`src/rtl/operand_collector_pkg.sv`:
```
// operand_collector_pkg: shared types for the operand collector
// mode_t selects the reduction; state_t encodes the collect/compute/hold sequence.
package operand_collector_pkg;
  typedef enum logic [1:0] {MODE_SUM, MODE_MAX, MODE_MIN, MODE_XOR} mode_t;
  typedef enum logic [1:0] {ST_COLLECT, ST_COMPUTE, ST_HOLD} state_t;
endpackage

```
`src/rtl/operand_collector_if.sv`:
```
// operand_collector_if: operand entry and result handshake bundle
// master drives d_in/sel/capture/abort/mode/result_ack;
// slave drives ready/slot_valid/result/valid/dup_err.
interface operand_collector_if import operand_collector_pkg::*; #(
  parameter int DATA_W  = 4,
  parameter int NUM_OPS = 4
) ();
  localparam int SEL_W = $clog2(NUM_OPS);
  localparam int RES_W = DATA_W + $clog2(NUM_OPS);
  logic [DATA_W-1:0]  d_in;
  logic [SEL_W-1:0]   sel;
  logic               capture;
  logic               abort;
  mode_t              mode;
  logic               result_ack;
  logic               ready;
  logic [NUM_OPS-1:0] slot_valid;
  logic [RES_W-1:0]   result;
  logic               valid;
  logic               dup_err;
  modport master (
    output d_in, sel, capture, abort, mode, result_ack,
    input  ready, slot_valid, result, valid, dup_err
  );
  modport slave (
    input  d_in, sel, capture, abort, mode, result_ack,
    output ready, slot_valid, result, valid, dup_err
  );
endinterface

```
`src/rtl/operand_collector_slot.sv`:
```
// opcol_slot: one operand register with valid flag and overwrite detect
// wr_i loads d_i and sets valid; clr_i drops valid (wins over wr_i);
// dup_o flags a write landing on an already-valid slot.
module opcol_slot #(
  parameter int DATA_W = 4
) (
  input  logic              clock,
  input  logic              rst,
  input  logic              wr_i,
  input  logic              clr_i,
  input  logic [DATA_W-1:0] d_i,
  output logic [DATA_W-1:0] q_o,
  output logic              valid_o,
  output logic              dup_o
);
  logic [DATA_W-1:0] q_q, q_d;
  logic              valid_q, valid_d;
  always_comb begin
    q_d     = wr_i ? d_i : q_q;
    valid_d = clr_i ? 1'b0 : (valid_q | wr_i);
  end
  always_ff @(posedge clock) begin
    if (rst) begin
      q_q     <= '0;
      valid_q <= 1'b0;
    end else begin
      q_q     <= q_d;
      valid_q <= valid_d;
    end
  end
  assign q_o     = q_q;
  assign valid_o = valid_q;
  assign dup_o   = wr_i & valid_q;
endmodule

```
`src/rtl/operand_collector.sv`:
```
// operand_collector: captures NUM_OPS operands, reduces them, holds the result until acked
// clock/rst plain; bus (slave) carries operand entry, mode, and result handshake.
module operand_collector import operand_collector_pkg::*; #(
  parameter int DATA_W  = 4,
  parameter int NUM_OPS = 4
) (
  input logic              clock,
  input logic              rst,
  operand_collector_if.slave bus
);
  localparam int SEL_W = $clog2(NUM_OPS);
  localparam int RES_W = DATA_W + $clog2(NUM_OPS);
  state_t             state_q, state_d;
  logic [RES_W-1:0]   result_q, result_d, red, ext;
  logic               valid_q, valid_d, dup_err_q, dup_err_d;
  logic [DATA_W-1:0]  data [NUM_OPS];
  logic [NUM_OPS-1:0] vld, wr, dup, vld_next;
  logic               collect, cap_ok, clr;
  assign collect = state_q == ST_COLLECT;
  // Out-of-range selects only exist for non-power-of-2 slot counts.
  assign cap_ok  = collect & bus.capture & ~bus.abort
                 & ({1'b0, bus.sel} < (SEL_W+1)'(NUM_OPS));
  assign clr     = (state_q == ST_COMPUTE) | (collect & bus.abort);
  genvar i;
  for (i = 0; i < NUM_OPS; i++) begin : g_slot
    assign wr[i] = cap_ok & (bus.sel == SEL_W'(i));
    opcol_slot #(.DATA_W(DATA_W)) u_slot (
      .clock  (clock),
      .rst    (rst),
      .wr_i   (wr[i]),
      .clr_i  (clr),
      .d_i    (bus.d_in),
      .q_o    (data[i]),
      .valid_o(vld[i]),
      .dup_o  (dup[i])
    );
  end
  // Slot flags as they will be after this edge; all-ones moves us to COMPUTE.
  assign vld_next = bus.abort ? '0 : (vld | wr);
  always_comb begin
    red = RES_W'(data[0]);
    ext = '0;
    for (int j = 1; j < NUM_OPS; j++) begin
      ext = RES_W'(data[j]);
      red = bus.mode == MODE_SUM ? red + ext :
            bus.mode == MODE_MAX ? (ext > red ? ext : red) :
            bus.mode == MODE_MIN ? (ext < red ? ext : red) :
                                   red ^ ext;
    end
  end
  always_comb begin
    state_d   = state_q;
    result_d  = result_q;
    valid_d   = valid_q;
    dup_err_d = dup_err_q | (|dup);
    unique case (state_q)
      ST_COLLECT: if (&vld_next) state_d = ST_COMPUTE;
      ST_COMPUTE: begin
        state_d  = ST_HOLD;
        result_d = red;
        valid_d  = 1'b1;
      end
      ST_HOLD: if (bus.result_ack) begin
        state_d = ST_COLLECT;
        valid_d = 1'b0;
      end
      default: state_d = ST_COLLECT;
    endcase
  end
  always_ff @(posedge clock) begin
    if (rst) begin
      state_q   <= ST_COLLECT;
      result_q  <= '0;
      valid_q   <= 1'b0;
      dup_err_q <= 1'b0;
    end else begin
      state_q   <= state_d;
      result_q  <= result_d;
      valid_q   <= valid_d;
      dup_err_q <= dup_err_d;
    end
  end
  assign bus.ready      = collect;
  assign bus.slot_valid = vld;
  assign bus.result     = result_q;
  assign bus.valid      = valid_q;
  assign bus.dup_err    = dup_err_q;
endmodule

```
`src/flat_wrapper.sv`:
```
// flat-port wrapper written by rule: the top's interface ports become plain ports
module operand_collector_flat import operand_collector_pkg::*;
#(
  parameter int DATA_W  = 4,
  parameter int NUM_OPS = 4
)
  (clock, rst, bus_d_in, bus_sel, bus_capture, bus_abort, bus_mode, bus_result_ack, bus_ready, bus_slot_valid, bus_result, bus_valid, bus_dup_err);
  operand_collector_if #(.DATA_W(DATA_W), .NUM_OPS(NUM_OPS)) bus_i ();
  input logic clock;
  input logic rst;
  input wire logic [$bits(bus_i.d_in)-1:0] bus_d_in;
  input wire logic [$bits(bus_i.sel)-1:0] bus_sel;
  input wire logic [$bits(bus_i.capture)-1:0] bus_capture;
  input wire logic [$bits(bus_i.abort)-1:0] bus_abort;
  input wire logic [$bits(bus_i.mode)-1:0] bus_mode;
  input wire logic [$bits(bus_i.result_ack)-1:0] bus_result_ack;
  output wire logic [$bits(bus_i.ready)-1:0] bus_ready;
  output wire logic [$bits(bus_i.slot_valid)-1:0] bus_slot_valid;
  output wire logic [$bits(bus_i.result)-1:0] bus_result;
  output wire logic [$bits(bus_i.valid)-1:0] bus_valid;
  output wire logic [$bits(bus_i.dup_err)-1:0] bus_dup_err;
  assign bus_i.d_in = bus_d_in;
  assign bus_i.sel = bus_sel;
  assign bus_i.capture = bus_capture;
  assign bus_i.abort = bus_abort;
  assign bus_i.mode = bus_mode;
  assign bus_i.result_ack = bus_result_ack;
  assign bus_ready = bus_i.ready;
  assign bus_slot_valid = bus_i.slot_valid;
  assign bus_result = bus_i.result;
  assign bus_valid = bus_i.valid;
  assign bus_dup_err = bus_i.dup_err;
  operand_collector #(.DATA_W(DATA_W), .NUM_OPS(NUM_OPS)) u_core (.clock(clock), .rst(rst), .bus(bus_i));
endmodule
```
`config.mk`:
```
export PLATFORM = sky130hd
export DESIGN_NAME = operand_collector_flat
export DESIGN_NICKNAME = d
export VERILOG_FILES = /design/src/rtl/operand_collector_pkg.sv /design/src/rtl/operand_collector_if.sv /design/src/rtl/operand_collector_slot.sv /design/src/rtl/operand_collector.sv /design/src/flat_wrapper.sv
export SDC_FILE = /design/constraint.sdc
export NUM_CORES = 1
export LEC_CHECK = 0
export ABC_AREA = 1
export CORE_ASPECT_RATIO = 0.7
export CORE_MARGIN = 2
export CORE_UTILIZATION = 58
export CTS_BUF_LIST = sky130_fd_sc_hd__clkbuf_4 sky130_fd_sc_hd__clkbuf_8 sky130_fd_sc_hd__clkbuf_16
export CTS_CLUSTER_SIZE = 20
export DETAILED_ROUTE_END_ITERATION = 8
export GPL_TIMING_DRIVEN = 0
export PLACE_DENSITY = 0.84
export SYNTH_ARGS = -nofsm -noshare
export SYNTH_HDL_FRONTEND = slang
export SYNTH_SLANG_ARGS = --single-unit
```
`constraint.sdc`:
```
create_clock -name clock -period 5.7 [get_ports clock]
set_input_delay 0.855 -clock clock [delete_from_list [all_inputs] [get_ports clock]]
set_output_delay 0.855 -clock clock [all_outputs]
set_load 0.03 [all_outputs]
```
After elaboration in Yosys (flattened, before gate mapping) --
Index checks and enable logic that the tools add are counted.
Cells by class: add/subtract/negate cells 3, $mul 0, divide/modulo/power cells 0, order comparisons 6, equal/unequal tests 9, shift-type cells 0, mux-type cells 21, bitwise operators 22, reduce and logical (&&, ||, !) cells 9
Operators by type and width (number):
- $mux W6 | 13
- $add A6 B4 Y6 | 2
- $gt A4 B6 Y1 | 2
- $lt A4 B6 Y1 | 2
- $mux W4 | 3
- $xor A6 B4 Y6 | 2
- $and A1 B1 Y1 | 11
- $eq A2 B2 Y1 const B | 4
- $eq A2 B1 Y1 const B | 3
- $logic_not A2 Y1 | 3
- $or A1 B1 Y1 | 6
- $pmux W2 S3 | 1
- $add A4 B4 Y5 | 1
- $gt A4 B4 Y1 | 1
- $lt A4 B4 Y1 | 1
- $mux W2 | 2
- $ne A2 B2 Y1 const B | 2
- $or A4 B4 Y4 | 1
- $reduce_and A2 Y1 | 2
- $reduce_and A4 Y1 | 1
- $reduce_or A4 Y1 | 1
- $xor A4 B4 Y4 | 1
- $pmux W1 S2 | 1
- $reduce_bool A2 Y1 | 1
- 3 further kinds | 3
Storage, ports and cells: register bits 30, latch bits 0, memory bits (writable) 0, memory bits (read-only) 0, bits of input ports 13, output and inout port bits 13, word-level logic and storage cells 82, memories kept 0

Logic depth before layout (Yosys ltp) --
Gate-level depths: netlist (run 1).
depth after elaboration 15, depth in mapped cells 39, gate-level depth less buffers 38

By module --
From an unflattened synthesis (run 1), not the netlist that was laid out.
Unflattened totals: cells, all modules 442, area total of the unflattened synthesis 2886.5 um^2
By module, submodules not included:
- operand_collector | instances 1, cells each 318, area an instance 2010.7 um^2, seq. area each 200.2 um^2
- opcol_slot | instances 4, cells each 31, area an instance 219.0 um^2, seq. area each 100.1 um^2

Worst setup path before layout (run 1) --
OpenSTA, ideal clock, no wires.
kind input port to flip-flop, start input bus_mode[1], end register u_core.result_q[2] (netlist: u_core.bus.result[2]), library setup time 0.112 ns, arrival 4.298 ns, data required time 5.588 ns, setup slack 1.290 ns, cell stages on the path 30, buffers on the path 2, cells stage by stage nor2_1 clkbuf_1 nor2_1 nand2_1 nand2_2 ha_1 nor2_1 o211ai_1 nand2_1 nand2_2 inv_2 nand2_2 inv_2 nand2_1 nand2_1 a21oi_1 nor2_1 nand2_2 inv_1 ha_1 clkbuf_1 o21bai_1 a21oi_1 nor2_8 o41ai_2 nand2_1 a21oi_1 nand2_1 nand2_1 nand2_1
Between the ends: longest elaborated chain between the ends 14, elaborated cells on any way between the ends 24, those cells by class 2 x add/sub; 4 x order compare; 2 x eq/ne; 13 x mux; 2 x bitwise; 1 x reduce/logical
RTL lines:
- from (decl) | line flat_wrapper.sv:15 | input wire logic [$bits(bus_i.mode)-1:0] bus_mode;
- $eq A2 B2 Y1 | line operand_collector.sv:47 | bus.mode == MODE_MIN ? (ext < red ? ext : red) :
- $mux W6 | line operand_collector.sv:47
- $mux W6 | line operand_collector.sv:46 | bus.mode == MODE_MAX ? (ext > red ? ext : red) :
- $mux W6 | line operand_collector.sv:45 | red = bus.mode == MODE_SUM ? red + ext :
- $lt A4 B6 Y1 | line operand_collector.sv:47
- $mux W6 (2 in series) | line operand_collector.sv:47
- $mux W6 | line operand_collector.sv:46
- $mux W6 | line operand_collector.sv:45
- $lt A4 B6 Y1 | line operand_collector.sv:47
- $mux W6 (2 in series) | line operand_collector.sv:47
- $mux W6 | line operand_collector.sv:46
- $mux W6 * | line operand_collector.sv:45
- to (signal assigned) | line operand_collector.sv:78 | result_q <= result_d;
- to (decl) | line operand_collector.sv:14 | logic [RES_W-1:0] result_q, result_d, red, ext;
Mark *: on every way between the ends. The rest lies on a longest branch, timed or not. A chain may end at the register's enable or synchronous reset.

Worst setup path after layout (run 1) --
Same ends and word-level chain as after synthesis.

==> flow_summary.json, run 1 <==
{
  "drive_gt1_share_pct": 10.37,
  "cp-end-kind": "register",
  "fin_crit_ns": 5.219,
  "relSlewSlack_pct": 44.30,
  "p_leak_nw": 1.496,
  "grt_pass1_vias": 2273,
  "wl_met2_um": 2747,
  "path_clk_slew_ns": 0.06,
  "top_layer": "met4",
  "drt_wl_total_um": 6705,
  "worstSkewPairLatency_ns": 0.28,
  "grt_pass1_wl_um": 10660,
  "wl_met1_um": 3288,
  "io_buffers": 25,
  "rows": 20,
  "holdCritPathClass": "reg2reg",
  "crit_arrival_ns": 5.40,
  "regArea_sq_um": 600.6,
  "core-area_sq_um": 4304,
  "stdcell_count": 489,
  "wl_per_cell_um": 13.71,
  "syn_nets": 439,
  "nFillCells": 384,
  "cts_num_sinks": 30,
  "status": "complete, no violations",
  "final_nets": 474,
  "max_stage_delay_ns": 0.34,
  "crit_type": "in2reg",
  "whs_ns": 0.4554,
  "dr_total_vias": 2707,
  "preCtsSetupSlack_ns": -0.1430,
  "area_delta_synth_final_pct": 17.59,
  "timing.critical_path.to": "u_core.bus.result[2]",
  "cts_root_buffer": "clkbuf_8",
  "tightestPinTransition_ns": 0.8265,
  "yosys_warnings": 0,
  "r2r_cells": 33,
  "ant_nets": 0,
  "first_iter_violations": 198,
  "finalSetupViolCount": 0,
  "h-tree-depth": 2,
  "seq_area_frac_synth_pct": 23.45,
  "synth_edf_count": 0,
  "initial_core_util_pct": 59.51,
  "antenna_found_initial": 0,
  "die_x_um": 83.43,
  "worstReg2RegEnd": "u_core.bus.result[2]",
  "antenna_cells": 0,
  "avgSynthCellArea_sq_um": 6.435,
  "cts_made_buffers": 5,
  "dp.cells": 478,
  "via_per_inst": 5.536,
  "r2r_slack_ns": 0.54,
  "tns_ns": 0,
  "drcViolationCount": 0,
  "syn-instance-count": 398,
  "overflow": 0,
  "cts_hold_buf": 0,
  "first_pass_iters": 5,
  "slew_violations": 0,
  "ys.flop_type": "dfxtp_1",
  "dieHeight_um": 59.60,
  "gp_congestion": 0.9213,
  "dp_hpwl_um": 5242,
  "dpl_cell_area_sq_um": 2880,
  "cts_tree": "done",
  "cp_slowest_cell": "dlymetal6s2s_1",
  "crit_top_cell": "nand2_1",
  "postLayoutCoreUtil_pct": 69.97,
  "r2r_start": "u_core.g_slot[0].u_slot.q_o[3]",
  "clock_path_buffers": 2,
  "start_kind": "primary input",
  "drv_cap": 0,
  "rsz0062_at_grt": "no",
  "async_flop_share_pct": 0,
  "synth_cell_types": 38,
  "fin_area_sq_um": 3012,
  "synth_area_sq_um": 2561,
  "die-area_sq_um": 4972,
  "worstPathMaxFanout": 9,
  "ys_seq_elements": 30,
  "fin_total_pwr_mw": 0.5899,
  "multiInputGateArea_sq_um": 1728,
  "irDropWorstVdd_v": 0.0001401,
  "worstSetupStartpoint": "bus_mode[1]",
  "io_pins": 26,
  "met3_length_um": 600,
  "grt_use_total_pct": 27.25,
  "max_freq_mhz": 191.6,
  "p_per_area_nw_per_um2": 195.9,
  "fin_crit_sh_pct": 91.56,
  "crit_required_ns": 5.88,
  "fin_ws_ns": 0.4812,
  "grt_max_degree": 11,
  "report.final.hold_viol_count": 0,
  "fin_worst_skew_ns": 0.004258
}
placed cells by master, fill, tap and decap left out, types with 2 or more instances in the layout:
master,synthesis,routed
nor2_4,1,2
ha_1,25,25
clkbuf_8,0,6
fa_1,3,3
xnor2_1,2,2
clkdlybuf4s50_1,0,23
nand3_1,12,12
inv_2,5,6
clkbuf_1,5,4
o21bai_1,2,2
o21ai_0,28,28
o211ai_1,3,3
dfxtp_1,30,30
dlymetal6s2s_1,0,2
inv_1,42,41
buf_4,4,7
a31oi_1,2,2
nor3_1,5,5
nand2_2,10,10
a21oi_1,39,39
o21a_1,5,5
nor2_1,58,57
nand3_2,2,2
nor2_2,2,2
nand2_1,97,97
sequential cells by signal, indices dropped and copies added (netlist names):
register,cells
u_core.bus.dup_err,1
u_core.bus.valid,1
u_core.state_q,2
u_core.g_slot.u_slot.valid_o,4
u_core.bus.result,6
u_core.g_slot.u_slot.q_o,16
worst max-delay path: cells and delay by family:
kind	cells	cell delay (ns)
AO/OA/AOI/OAI	8	1.10
adder cells (fa/ha/maj)	2	0.60
buffers and inverters	5	0.89
AND/OR/NAND/NOR	19	1.93
area by class of cell:
cell class | count | area share [%]
clock inverter | 1 | 0.1662
multi-input combinational | 310 | 57.37
inverter | 48 | 5.983
clock buffer | 7 | 2.991
buffer | 10 | 2.036
tap | 55 | 2.285
sequential | 30 | 19.94
timing repair buffer | 28 | 9.223
where the power goes:
| part | switching (mW) | leakage (nW) | internal (mW) |
|---|---|---|---|
| Combinational | 0.125 | 1.20 | 0.0659 |
| Clock | 0.0767 | 0.0517 | 0.102 |
| Sequential | 0.00658 | 0.243 | 0.214 |
synth_stat cells (2+ instances only):
master	count	area share (%)
a21oi_1	39	7.6
a31oi_1	2	0.49
buf_4	4	1.2
clkbuf_1	5	0.73
dfxtp_1	30	23
fa_1	3	2.3
ha_1	25	12
inv_1	42	6.2
inv_2	5	0.73
nand2_1	97	14
nand2_2	10	2.4
nand3_1	12	2.3
nand3_2	2	0.78
nor2_1	58	8.5
nor2_2	2	0.49
nor3_1	5	0.98
o211ai_1	3	0.88
o21a_1	5	1.5
o21ai_0	28	5.5
o21bai_1	2	0.59
xnor2_1	2	0.68
metal layers:
metal	vias to the layer above	track usage (%)
li1	1348	-
met1	1220	40.32
met2	131	40.78
met3	8	5.850
met4	0	6.452
met5	-	0
how the worst min path moves through the flow:
stage | slack (ns) | cells past startpoint | endpoint | startpoint
floorplan | 0.47 | 2 | u_core.bus.dup_err | u_core.g_slot[2].u_slot.valid_o
global placement | 0.44 | 2 | u_core.bus.result[0] | u_core.bus.result[0]
detailed placement | 0.44 | 2 | u_core.bus.result[0] | u_core.bus.result[0]
CTS | 0.46 | 2 | u_core.bus.result[0] | u_core.bus.result[0]
global route | 0.47 | 2 | u_core.bus.result[0] | u_core.bus.result[0]
finish | 0.46 | 2 | u_core.bus.result[0] | u_core.bus.result[0]
kinds of logic (layout without fill, tap and decap cells):
logic type                 Yosys count  count (layout)  synth area share [%]
and+or+nand+nor                    193             193                 32.44
AOI/OAI and AO/OA                   86              86                 19.15
buffers and inverters               58              94                 9.380
DFF                                 30              30                 23.45
adders and majority gates           28              28                 14.56
xor gates and xnor gates             3               3                 1.026
what timing repair did:
item / in CTS / in global routing
endpoints found under the setup margin: 0 / 4
resized for setup: 0 / 7
setup buffers: 0 / 3
(Power assumes the default switching activity.)
==> inputs of run 2 (changes only) <==
==> constraint.sdc (replaced) <==
create_clock -name clock -period 5.8 [get_ports clock]
set_input_delay 0.87 -clock clock [delete_from_list [all_inputs] [get_ports clock]]
set_output_delay 0.87 -clock clock [all_outputs]
set_load 0.03 [all_outputs]
==> flow_summary.json, run 2 (synthesis gave the netlist of run 1 again) <==
{
  "status": "complete, no violations",
  "tightestPinTransition_ns": 0.8311,
  "max_freq_mhz": 185.3,
  "fin_ws_ns": 0.4036,
  "initial_core_util_pct": 59.51,
  "layout_common_cells": "nand2_1 (97), nor2_1 (57), inv_1 (42), a21oi_1 (39), dfxtp_1 (30)",
  "antenna_cells": 0,
  "grt_pass1_wl_um": 10660,
  "relSlewSlack_pct": 43.98,
  "gp_congestion": 0.9213,
  "cp-end-kind": "register",
  "preCtsSetupSlack_ns": -0.05803,
  "p_leak_nw": 1.471,
  "cp_num_buf_inv": 4,
  "drt_wl_total_um": 6680,
  "grt_use_total_pct": 27.25,
  "fin_crit_ns": 5.396,
  "largest_register_ffs": 16,
  "overflow": 0,
  "wl_per_cell_um": 13.74,
  "final_common_cell": "nand2_1",
  "finalSetupViolCount": 0,
  "core-area_sq_um": 4304,
  "tns_ns": 0,
  "rows": 20,
  "io_pins": 26,
  "dp.cells": 478,
  "via_per_inst": 5.449,
  "holdCritPathClass": "reg2reg",
  "area_delta_synth_final_pct": 16.61,
  "start_kind": "primary input",
  "cts_made_buffers": 5,
  "slew_violations": 0,
  "clock_path_buffers": 2,
  "whs_ns": 0.4566,
  "stdcell_count": 486,
  "fin_total_pwr_mw": 0.5794,
  "grt_pass1_vias": 2273,
  "cts_hold_buf": 0,
  "drcViolationCount": 0,
  "cts_root_buffer": "clkbuf_8",
  "dieHeight_um": 59.60,
  "crit_required_ns": 5.98,
  "h-tree-depth": 2,
  "worstSkewPairLatency_ns": 0.28,
  "crit_family": "simple AND/OR/NAND/NOR gates",
  "die_x_um": 83.43,
  "dr_total_vias": 2648,
  "ant_nets": 0,
  "drv_cap": 0,
  "crit_top_cell": "nand2_1",
  "first_iter_violations": 272,
  "worstPathMaxFanout": 10,
  "cts_tree": "done",
  "p_per_area_nw_per_um2": 194.0,
  "cts_num_sinks": 30,
  "final_nets": 471,
  "path_clk_slew_ns": 0.06,
  "irDropWorstVdd_v": 0.0001395,
  "antenna_found_initial": 0,
  "max_stage_delay_ns": 0.55,
  "dp_hpwl_um": 5242,
  "drive_gt1_share_pct": 9.513,
  "cp_slowest_cell": "clkdlybuf4s50_1",
  "crit_type": "in2reg",
  "die-area_sq_um": 4972,
  "grt_max_degree": 11,
  "fin_worst_skew_ns": 0.003781,
  "rsz0062_at_grt": "no",
  "first_pass_iters": 5,
  "fin_crit_sh_pct": 93.04,
  "report.final.hold_viol_count": 0,
  "io_buffers": 25,
  "crit_arrival_ns": 5.58
}
run 2: cell types whose count changed in the layout (fill, tap and decap cells not counted), sizes merged:
cell | previous run | this run
buf | 8 | 5
clkdlybuf4s50 | 23 | 24
dlymetal6s2s | 2 | 1
run 2: per-layer routing:
metal	global-route usage, %	vias up	wire [um]
met5	0	-	0
met4	6.452	0	31
met3	5.850	4	572
met2	40.78	110	2780
met1	40.32	1188	3295
li1	-	1346	-
run 2: layout make-up:
type	count	area, sq um
Fill cell	391	1318
Sequential cell	30	600.6
Clock buffer	7	90.09
Clock inverter	1	5.005
Inverter	48	180.2
Buffer	10	61.31
Multi-Input combinational cell	310	1728
Timing Repair Buffer	25	252.7
Tap cell	55	68.82
run 2: final timing paths:
check	depth (start not counted)	slack (ns)	endpoint	from
max	33	0.40	u_core.bus.result[2]	bus_mode[0]
min	2	0.46	u_core.bus.result[5]	u_core.bus.result[5]
min reg2reg	2	0.46	u_core.bus.result[5]	u_core.bus.result[5]
max reg2reg	33	0.66	u_core.bus.result[2]	u_core.g_slot[0].u_slot.q_o[3]
run 2: per-stage QoR:
step,cell area [sq um],util (%)
6_report,2987,69.39
3_3_place_gp,2880,66.92
5_1_grt,2987,69.39
3_5_place_dp,2880,66.92
4_1_cts,2975,69.13
2_1_floorplan,2561,-
run 2: worst min-delay path, cell delays in order, from the launching register on:
cell,delay [ns]
dfxtp_1,0.33
nand2_1,0.05
o21ai_0,0.05
run 2: what timing repair did:
item	4_1_cts	5_1_grt
resized for setup	0	5
hold endpoints to repair	0	0
setup endpoints to repair	0	4
buffers inserted	0	0
run 2: power breakdown:
part           switching (mW)  leakage (nW)  internal (mW)  total (mW)
Clock                  0.0766        0.0517          0.100       0.177
Sequential            0.00646         0.243          0.210       0.217
Combinational           0.122          1.18         0.0636       0.186
Total                   0.205          1.47          0.374       0.579
